--- config.mk ---
export PLATFORM = sky130hd
export DESIGN_NAME = als_spi_reader
export DESIGN_NICKNAME = d
export VERILOG_FILES = /design/src/rtl/als_spi_reader.sv
export SDC_FILE = /design/constraint.sdc
export NUM_CORES = 1
export LEC_CHECK = 0
export BUFFER_PORTS_ARGS = -buffer_cell sky130_fd_sc_hd__buf_2
export CAP_MARGIN = 20
export CORE_ASPECT_RATIO = 0.8
export CORE_MARGIN = 10
export CORE_UTILIZATION = 33
export CTS_CLUSTER_DIAMETER = 120
export DETAILED_ROUTE_END_ITERATION = 7
export HOLD_SLACK_MARGIN = 0.02
export SYNTH_ARGS = -nofsm -noshare
export SYNTH_HDL_FRONTEND = slang
export SYNTH_SLANG_ARGS = --single-unit
--- constraint.sdc ---
create_clock -name clk_pi -period 2.7 [get_ports clk_pi]
set_input_delay 0.27 -clock clk_pi [delete_from_list [all_inputs] [get_ports clk_pi]]
set_output_delay 0.27 -clock clk_pi [all_outputs]
set_load 0.01 [all_outputs]
--- src/rtl/als_spi_reader.sv ---
`timescale 1ns/1ps
// -----------------------------------------------------------------------------
// als_spi_reader
//   SPI master front end for the PmodALS ambient-light sensor (ADC081S021).
//   Runs one 16-clock read-only frame per launch, extracts the 8-bit light
//   value and presents it with a one-cycle valid strobe.
//
// Ports
//   clk_pi      system clock (clock-wizard output)
//   rst_pi      asynchronous reset, active-high
//   start_pi    one-cycle request for a single conversion
//   auto_en_pi  1 = launch a frame every SAMPLE_PERIOD cycles
//   miso_pi     serial data from the ADC (changes on SCK falling edges)
//   cs_ctrl_po  chip select, active-low
//   sck_po      SPI clock, idles high
//   data_po     last light value (frame bits 12:5)
//   frame_po    last raw 16-bit frame, MSB first
//   valid_po    one-cycle pulse when data_po/frame_po update
//   busy_po     high from frame launch through the end of the quiet gap
// -----------------------------------------------------------------------------
module als_spi_reader #(
  parameter int unsigned SCK_HALF_DIV  = 5,
  parameter int unsigned QUIET_CYC     = 10,
  parameter int unsigned SAMPLE_PERIOD = 1_000_000
) (
  input  logic        clk_pi,
  input  logic        rst_pi,
  input  logic        start_pi,
  input  logic        auto_en_pi,
  input  logic        miso_pi,
  output logic        cs_ctrl_po,
  output logic        sck_po,
  output logic [7:0]  data_po,
  output logic [15:0] frame_po,
  output logic        valid_po,
  output logic        busy_po
);

  // One phase counter serves both the SCK half-periods and the quiet gap.
  localparam int unsigned CNT_MAX = (SCK_HALF_DIV > QUIET_CYC) ? SCK_HALF_DIV : QUIET_CYC;
  localparam int unsigned CNT_W   = $clog2(CNT_MAX + 1);
  localparam int unsigned AUTO_W  = $clog2(SAMPLE_PERIOD + 1);

  localparam logic [CNT_W-1:0]  HALF_LAST  = CNT_W'(SCK_HALF_DIV - 1);
  localparam logic [CNT_W-1:0]  QUIET_LAST = CNT_W'(QUIET_CYC - 1);
  localparam logic [AUTO_W-1:0] AUTO_LOAD  = AUTO_W'(SAMPLE_PERIOD - 1);

  typedef enum logic [2:0] {
    ST_IDLE,
    ST_SETUP,
    ST_SHIFT,
    ST_HOLD,
    ST_QUIET
  } state_t;

  state_t             state_q, state_d;
  logic [CNT_W-1:0]   cnt_q, cnt_d;
  logic [4:0]         edge_q, edge_d;
  logic [15:0]        shift_q, shift_d;
  logic               pending_q, pending_d;
  logic [AUTO_W-1:0]  auto_q, auto_d;
  logic               cs_q, cs_d;
  logic               sck_q, sck_d;
  logic [7:0]         data_q, data_d;
  logic [15:0]        frame_q, frame_d;
  logic               valid_q, valid_d;
  logic               busy_q, busy_d;

  logic               auto_hit;
  logic               launch;

  always_ff @(posedge clk_pi or posedge rst_pi) begin
    if (rst_pi) begin
      state_q   <= ST_IDLE;
      cnt_q     <= '0;
      edge_q    <= '0;
      shift_q   <= '0;
      pending_q <= 1'b0;
      auto_q    <= '0;
      cs_q      <= 1'b1;
      sck_q     <= 1'b1;
      data_q    <= '0;
      frame_q   <= '0;
      valid_q   <= 1'b0;
      busy_q    <= 1'b0;
    end else begin
      state_q   <= state_d;
      cnt_q     <= cnt_d;
      edge_q    <= edge_d;
      shift_q   <= shift_d;
      pending_q <= pending_d;
      auto_q    <= auto_d;
      cs_q      <= cs_d;
      sck_q     <= sck_d;
      data_q    <= data_d;
      frame_q   <= frame_d;
      valid_q   <= valid_d;
      busy_q    <= busy_d;
    end
  end

  always_comb begin
    state_d   = state_q;
    cnt_d     = cnt_q;
    edge_d    = edge_q;
    shift_d   = shift_q;
    pending_d = pending_q;
    auto_d    = auto_q;
    cs_d      = cs_q;
    sck_d     = sck_q;
    data_d    = data_q;
    frame_d   = frame_q;
    valid_d   = 1'b0;
    busy_d    = busy_q;

    auto_hit = auto_en_pi && (auto_q == '0);
    launch   = (state_q == ST_IDLE) && (start_pi || pending_q || auto_hit);

    // Auto counter: disabled holds at zero; any launch restarts the period;
    // otherwise it counts down and parks at zero until consumed.
    if (!auto_en_pi) begin
      auto_d = '0;
    end else if (launch) begin
      auto_d = AUTO_LOAD;
    end else if (auto_q != '0) begin
      auto_d = auto_q - AUTO_W'(1);
    end

    // Requests arriving outside IDLE merge into a single pending flag.
    if ((state_q != ST_IDLE) && (start_pi || auto_hit)) begin
      pending_d = 1'b1;
    end

    case (state_q)
      ST_IDLE: begin
        if (launch) begin
          state_d   = ST_SETUP;
          cs_d      = 1'b0;
          sck_d     = 1'b1;
          busy_d    = 1'b1;
          cnt_d     = '0;
          pending_d = 1'b0;
        end
      end

      ST_SETUP: begin
        if (cnt_q == HALF_LAST) begin
          cnt_d   = '0;
          edge_d  = '0;
          sck_d   = 1'b0;
          state_d = ST_SHIFT;
        end else begin
          cnt_d = cnt_q + CNT_W'(1);
        end
      end

      ST_SHIFT: begin
        // Even edge_q = SCK low half; its last cycle is the 0->1 edge, which
        // is where MISO is captured.
        if (cnt_q == HALF_LAST) begin
          cnt_d = '0;
          if (!edge_q[0]) begin
            shift_d = {shift_q[14:0], miso_pi};
          end
          if (edge_q == 5'd31) begin
            state_d = ST_HOLD;
          end else begin
            edge_d = edge_q + 5'd1;
            sck_d  = ~sck_q;
          end
        end else begin
          cnt_d = cnt_q + CNT_W'(1);
        end
      end

      ST_HOLD: begin
        if (cnt_q == HALF_LAST) begin
          cnt_d   = '0;
          cs_d    = 1'b1;
          valid_d = 1'b1;
          frame_d = shift_q;
          data_d  = shift_q[12:5];
          state_d = ST_QUIET;
        end else begin
          cnt_d = cnt_q + CNT_W'(1);
        end
      end

      ST_QUIET: begin
        if (cnt_q == QUIET_LAST) begin
          cnt_d   = '0;
          busy_d  = 1'b0;
          state_d = ST_IDLE;
        end else begin
          cnt_d = cnt_q + CNT_W'(1);
        end
      end

      default: begin
        state_d = ST_IDLE;
        cs_d    = 1'b1;
        sck_d   = 1'b1;
        busy_d  = 1'b0;
        cnt_d   = '0;
      end
    endcase
  end

  assign cs_ctrl_po = cs_q;
  assign sck_po     = sck_q;
  assign data_po    = data_q;
  assign frame_po   = frame_q;
  assign valid_po   = valid_q;
  assign busy_po    = busy_q;

endmodule

# Yosys cells after proc, flatten, opt, wreduce, memory -nomap -nowiden
# Cells that the tools add are included.
# totals
out_inout_bits	28
reg_bits	77
inputBits	5
elab_cells	89
# op_classes
n_eq_ne	15
add_sub_neg	3
bitwise_logic	5
reduce_logical	21
mux	33
# ops
op	count
20-bit 2-to-1 mux	3
20-bit zero test	1
20-bit nonzero test	1
20-bit by 1-bit subtractor with 20-bit output (second input constant)	1
3-bit 2-to-1 mux	6
5-bit 2-to-1 mux	3
3-bit case mux with 5 select lines	1
2-bit inequality test (second input constant)	7
1-bit 2-to-1 mux	12
4-bit 2-to-1 mux	3
4-bit case mux with 3 select lines	1
5-bit case mux with 2 select lines	1
3-bit AND reduction	3
3-bit by 2-bit equality test with 1-bit output (second input constant)	2
1-bit case mux with 3 select lines	2
6-bit AND reduction	1
3-bit OR reduction	2
5-bit by 1-bit adder with 5-bit output (second input constant)	1
5-bit equality test (second input constant)	1
1-bit NOT	5
5-bit AND reduction	1
4-bit by 1-bit adder with 4-bit output (second input constant)	1
4-bit by 3-bit equality test with 1-bit output (second input constant)	1
4-bit equality test (second input constant)	1
other kinds (12)	16

# Depth between registers and ports, before layout
# Gate-level depths: netlist of the first run.
# depth
depth_word	7
ltp_mapped	8
mapped_depth_nobuf	8

# Worst setup path after synthesis of the first run
# OpenSTA, ideal clock, no wires.
# synth_timing
path_kind	reg-to-reg
startpoint	register edge_q[0]
endpoint	register edge_q[2]
t_arrival_ns	2.058
required_time_ns	2.617
path_buffers	0
synth_period_minus_slack_ns	2.141
setup_time_ns	0.083
path_stages_with_launch	9
path_slack_ns	0.559
path_cell_list	dfrtp_1 -> ha_1 -> and3_1 -> ha_1 -> or3b_2 -> a211o_1 -> nor2_1 -> nand2_1 -> o21ai_0
# synth_between
elab_chain_cells	4
elab_cells_between_ends	7
cone_classes	add/sub: 1; eq/ne: 2; mux: 3; reduce/logical: 1
# synth_rtl
element	line_no	text
start, declared	58	logic [4:0] edge_q, edge_d;
start signal, assigned	89	edge_q <= edge_d;
5-bit by 1-bit adder with 5-bit output	168	edge_d = edge_q + 5'd1;
5-bit 2-to-1 mux	165	if (edge_q == 5'd31) begin
5-bit 2-to-1 mux	160	if (cnt_q == HALF_LAST) begin
5-bit case mux with 2 select lines	134	case (state_q)
# Parallel ways exist; a longest one is shown, timed or not. The select of a mux whose other input is x is not followed.
# A chain may end at the register's enable or synchronous reset.

# Worst setup path after layout of the first run
# Ends and elaborated chain as after synthesis.

==> impl_metrics.csv, run 1 <==
group,metric,value,unit
run_status,status,"completed",
floorplanning,num_rows,32,
sta,hold_violations,0,
place,dp_hpwl,4530,µm
logic_synthesis,ys_async_sr_fraction,1.00,
pwr,netSwitchingPower,1.55,mW
sta,max_freq,417,MHz
pwr,power,4.27,mW
detailed_routing,drtIter0Drc,99,
final_layout,syn_to_final_growth,17.7,%
setup_path,crit_family,"simple AND/OR/NAND/NOR gates",
setup_path,worstPathRequired,2.94,ns
pwr,p_int,2.72,mW
clock_network,cts_sinks,69,
pwr,p_sw_frac,0.362,
sta,drv_slew,0,
floorplanning,die_x,132,µm
logic_synthesis,syn_nets,311,
final_layout,nNetsFinal,340,
clock_network,ctsRootBufferMaster,"clkbuf_16",
floorplanning,start_util,0.340,
setup_path,cp.arrival,2.64,ns
sta,setup_tns,0,ns
sta,setup_viol,0,
final_layout,diodes,0,
floorplanning,dieArea,14500,µm²
sta,relSlewSlack,0.421,
setup_path,path_buf_inv,0,
final_layout,drive_gt1_frac,0.312,
setup_path,crit_path_end_kind,"flip-flop",
final_layout,fillCellCount,934,
sta,post-route-min-period,2.40,ns
logic_synthesis,ys_seq_elements,69,
logic_synthesis,yosys_warnings,0,
clock_network,max-clock-path-buffers,2,
setup_path,cpMostUsedCell,"ha_1",
pwr,share_comb_of_total_power,0.349,
clock_network,cts-resized-gates,0,
final_layout,final_util,0.400,
logic_synthesis,ys_seq_area_frac,0.523,
global_route,grt_remaining_overflow,0,
worst_hold_path,min_path_type,"in -> reg",
place,numPortBuffers,32,
setup_path,critPathKind,"reg -> reg",
global_route,antenna_found_initial,0,
detailed_routing,drt-pass1-iter-count,4,
global_route,grt_start_max_net_pins,70,
sta,worst_clock_skew,0.00351,ns
floorplanning,coreArea,9730,µm²
pwr,powerDensity,1100,nW/µm²
global_route,grt_use_total,0.0948,
clock_network,cts_tree,"built",
floorplanning,die_h,110,µm
pwr,pwr-share-seq,0.355,
clock_network,clock_latency,0.32,ns
logic_synthesis,synth_largest_area_cell,"dfrtp_1",
detailed_routing,wl,6520,µm
place,place_inst,453,
setup_path,cp_max_fo,8,
flow_run,max_cap_viol_count,0,
sta,fin_crit_sh,0.888,
clock_network,ctsHoldBuffers,0,
detailed_routing,num_vias,2247,
logic_synthesis,syn_area,3310,µm²
place,place.gp.congestion,0.808,
pwr,p_clk_frac,0.296,
clock_network,clk_pin_slew,0.06,ns
logic_synthesis,synth_edf_count,0,
logic_synthesis,synth_area_leaders,"dfrtp_1 (51%), mux2_2 (12%), xor2_1 (3.2%)",
logic_synthesis,synth.distinct_cells,45,
setup_path,cp-start-kind,"flip-flop",
setup_path,rrSetupSlack,0.30,ns
final_layout,stdcell_count,469,
floorplanning,io_pins,33,
global_route,grt_pass1_vias,2297,
pwr,max-vdd-ir-drop,0.433,mV
detailed_routing,avgRoutedWirePerCell,13.9,µm
clock_network,cts_inserted_buffers,9,
detailed_routing,drc_errors,0,
clock_network,h-tree-depth,3,
detailed_routing,avgViaCountPerCell,4.79,
logic_synthesis,synthFlopType,"dfrtp_1",
setup_path,slowest_stage,"or3b_2",
sta,tightest_slew,0.869,ns
logic_synthesis,synthCells,299,
logic_synthesis,synth_top_area_share,0.507,
global_route,grt_pass1_wl,11300,µm
setup_path,path_cells,"ha_1, and3_1, ha_1, or3b_2, a211o_1, nor2_1, nand2_1, o21ai_0",
sta,rsz0062_at_grt,"false",
detailed_routing,ant_nets,0,
pwr,p_leak,1.86,nW
setup_path,slowest_delay,0.44,ns
clock_network,post-cts-setup-buffers,0,
logic_synthesis,syn-mean-instance-area,11.1,µm²
## Yosys cell counts (3+ instances only)
library cell / instances
a21oi_1: 10
a31oi_1: 5
buf_2: 6
buf_4: 8
clkbuf_1: 5
dfrtp_1: 67
ha_1: 7
inv_1: 7
mux2_2: 35
nand2_1: 24
nand2b_1: 3
nand3_1: 5
nor2_1: 27
nor3_1: 5
nor4_1: 5
o211ai_1: 4
o21ai_0: 13
o21ai_1: 6
or3_1: 8
or4_1: 4
xor2_1: 12
## stage by stage
step                      cell area (µm²)  worst slack (ns)  hold slack, ns
after floorplan                      3310             0.559           0.420
after global placement               3570             0.403           0.460
after detailed placement             3570             0.293           0.463
after CTS                            3890             0.281           0.187
after global routing                 3890            0.0898           0.186
final                                3890             0.302           0.189
## path summary, 6_finish.rpt
kind | startpoint | cells after the start | to
max | edge_q[0]$_DFFE_PP0P_ | 8 | edge_q[2]$_DFFE_PP0P_
min | miso_pi | 2 | shift_q[0]$_DFFE_PP0P_
max reg2reg | edge_q[0]$_DFFE_PP0P_ | 8 | edge_q[2]$_DFFE_PP0P_
min reg2reg | busy_po$_DFFE_PP0P_ | 2 | busy_po$_DFFE_PP0P_
max in group asynchronous | rst_pi | 3 | auto_q[11]$_DFFE_PP0P_
min in group asynchronous | rst_pi | 3 | cnt_q[3]$_DFFE_PP0P_
## cell families after synthesis
group,share of synthesized area
AND/OR/NAND/NOR,0.155
flip-flops,0.523
AO/OA/AOI/OAI,0.0946
multiplexers,0.119
buffers and inverters,0.0454
XOR/XNOR,0.0371
adder cells (fa/ha/maj),0.0265
## layout make-up
class / count / area (µm²) / area share
well taps: 136 / 170 / 0.0437
clock buffers: 9 / 225 / 0.0579
inverters: 7 / 26.3 / 0.00675
flip-flops and latches: 69 / 1730 / 0.444
clock inverters: 7 / 100 / 0.0257
multi-input cells: 202 / 1430 / 0.367
repair buffers: 39 / 213 / 0.0546
## metal layers
layer  track usage  up-vias  share of wire
li1              -     1108              -
met1         0.120     1089           0.48
met2         0.148       40           0.45
met3        0.0310       10          0.047
met4        0.0388        0          0.017
met5             0        -              0
## placed cells by master, fill, tap and decap left out, types with 8 or more instances in the layout
cell / count
xor2_1: 12
mux2_2: 35
buf_2: 32
dfrtp_1: 67
nand2_1: 24
nor2_1: 27
a21oi_1: 10
o21ai_0: 13
clkbuf_16: 9
or3_1: 8
## sequential cells by signal, summed over array words and instances, names as in the netlist, 3 cells and up
signal	flops
cnt_q	4
state_q	3
data_po	7
frame_po	9
shift_q	16
auto_q	20
edge_q	5
## power by group through the flow
| stage | combinational [mW] | clock [mW] | sequential [mW] |
|---|---|---|---|
| after floorplan | 1.23 | 0 | 1.48 |
| after global routing | 1.70 | 1.33 | 1.56 |
| final | 1.49 | 1.26 | 1.52 |
| after global placement | 1.45 | 0 | 1.52 |
| after detailed placement | 1.49 | 0 | 1.53 |
| after CTS | 1.50 | 1.29 | 1.52 |
(Power assumes the default switching activity.)
==> run 2: changes to the inputs <==
CORE_UTILIZATION = 50   (was 33)
PLACE_DENSITY = 0.69   (was not set)
TNS_END_PERCENT = 100   (was not set)
==> impl_metrics.csv, run 2 (synthesis gave the netlist of run 1 again) <==
group,metric,value,unit
worst_hold_path,min_path_type,"in -> async",
clock_network,clock_latency,0.36,ns
sta,worst_clock_skew,0.00859,ns
clock_network,ctsRootBufferMaster,"clkbuf_8",
final_layout,drive_gt1_frac,0.310,
setup_path,crit_start,"edge_q[0]$_DFFE_PP0P_",
sta,relSlewSlack,0.535,
global_route,grt_remaining_overflow,0,
sta,hold_violations,0,
clock_network,post-cts-setup-buffers,0,
final_layout,syn_to_final_growth,12.7,%
global_route,antenna_found_initial,0,
sta,post-route-min-period,2.37,ns
setup_path,worstPathRequired,2.97,ns
clock_network,cts_tree,"built",
clock_network,clk_pin_slew,0.08,ns
clock_network,cts-resized-gates,0,
flow_run,max_cap_viol_count,0,
setup_path,cp-start-kind,"flip-flop",
final_layout,diodes,0,
floorplanning,num_rows,26,
final_layout,nNetsFinal,339,
detailed_routing,wl,6120,µm
final_layout,fillCellCount,533,
floorplanning,coreArea,6410,µm²
sta,setup_tns,0,ns
setup_path,critPathKind,"reg -> reg",
clock_network,h-tree-depth,3,
clock_network,cts_inserted_buffers,9,
global_route,grt_start_max_net_pins,40,
floorplanning,dieArea,10300,µm²
setup_path,cp.arrival,2.64,ns
sta,fin_ws,0.332,ns
detailed_routing,drt-pass1-iter-count,6,
sta,fin_crit_sh,0.877,
pwr,p_leak,1.81,nW
final_layout,multi_input_area,1430,µm²
final_layout,design_area,3730,µm²
setup_path,cp_max_fo,8,
sta,drv_slew,0,
sta,rsz0062_at_grt,"false",
sta,max_freq,422,MHz
setup_path,timing.rr.start,"edge_q[0]$_DFFE_PP0P_",
clock_network,max-clock-path-buffers,2,
detailed_routing,drtIter0Drc,64,
final_layout,largest_reg_flops,20,
clock_network,ctsHoldBuffers,0,
global_route,grt_pass1_wl,10600,µm
floorplanning,io_pins,33,
global_route,grt_use_total,0.124,
global_route,grt_pass1_vias,2216,
sta,tightest_slew,0.698,ns
detailed_routing,avgRoutedWirePerCell,14.7,µm
final_layout,layout_common_cells,"dfrtp_1 (67), mux2_2 (35), buf_2 (32), nor2_1 (27), nand2_1 (24)",
floorplanning,start_util,0.516,
place,place.gp.congestion,0.836,
final_layout,regMostFlops,"auto_q",
run_status,status,"completed",
detailed_routing,drc_errors,0,
floorplanning,die_x,111,µm
detailed_routing,avgViaCountPerCell,5.40,
setup_path,crit_path_end_kind,"flip-flop",
sta,setup_viol,0,
final_layout,layout_commonest_cell,"dfrtp_1",
place,numPortBuffers,32,
place,dp_hpwl,4320,µm
pwr,max-vdd-ir-drop,0.450,mV
clock_network,cts_sinks,69,
floorplanning,die_h,92.8,µm
final_layout,register_area,1730,µm²
detailed_routing,num_vias,2248,
place,place_area,3510,µm²
pwr,powerDensity,1050,nW/µm²
detailed_routing,ant_nets,0,
place,post-place-ws,0.359,ns
==> run 2: metrics by stage <==
step / total power, mW / instances / util / hold slack (ns)
6_report: 3.91 / 416 / 0.582 / 0.00218
5_1_grt: 4.22 / 416 / 0.582 / 0.0500
4_1_cts: 3.94 / 416 / 0.582 / 0.0234
3_5_place_dp: 2.99 / 400 / 0.547 / 0.402
3_3_place_gp: 2.95 / 400 / 0.547 / 0.399
2_1_floorplan: 2.71 / 299 / - / 0.420
==> run 2: final cells by class <==
class,count,share of cell area
flip-flops and latches,69,0.464
multi-input cells,202,0.383
repair buffers,38,0.0584
clock buffers,9,0.0332
well taps,84,0.0282
clock inverters,7,0.0265
inverters,7,0.00704
==> run 2: where the power goes <==
group	total (mW)	leakage [nW]	internal, mW	switching [mW]
Clock	0.941	0.110	0.524	0.417
Sequential	1.51	0.919	1.28	0.227
Combinational	1.46	0.781	0.621	0.842
==> run 2: worst max-delay path: stages, from the launching register on <==
cell and delay (ns):
dfrtp_1 0.42, ha_1 0.23, and3_1 0.19, ha_1 0.21, or3b_2 0.45, a211o_1 0.35
nor2_1 0.23, nand2_1 0.07, o21ai_0 0.14
==> run 2: metal layers <==
layer  GRT usage  vias up  wire [µm]
li1            -     1098          -
met1       0.145     1119       2800
met2       0.204       25       2970
met3      0.0542        6        295
met4      0.0357        0         52
met5           0        -          0
==> run 2: path summary, 6_finish.rpt <==
path                                           endpoint  slack, ns  depth (start not counted)
worst max-delay path              edge_q[2]$_DFFE_PP0P_       0.33                          8
worst min-delay path            shift_q[14]$_DFFE_PP0P_      0.002                          2
worst max register to register    edge_q[2]$_DFFE_PP0P_       0.33                          8
worst min register to register      busy_po$_DFFE_PP0P_       0.50                          2
max in group asynchronous         auto_q[0]$_DFFE_PP0P_       2.07                          3
min in group clk_pi              shift_q[0]$_DFFE_PP0P_       0.15                          2
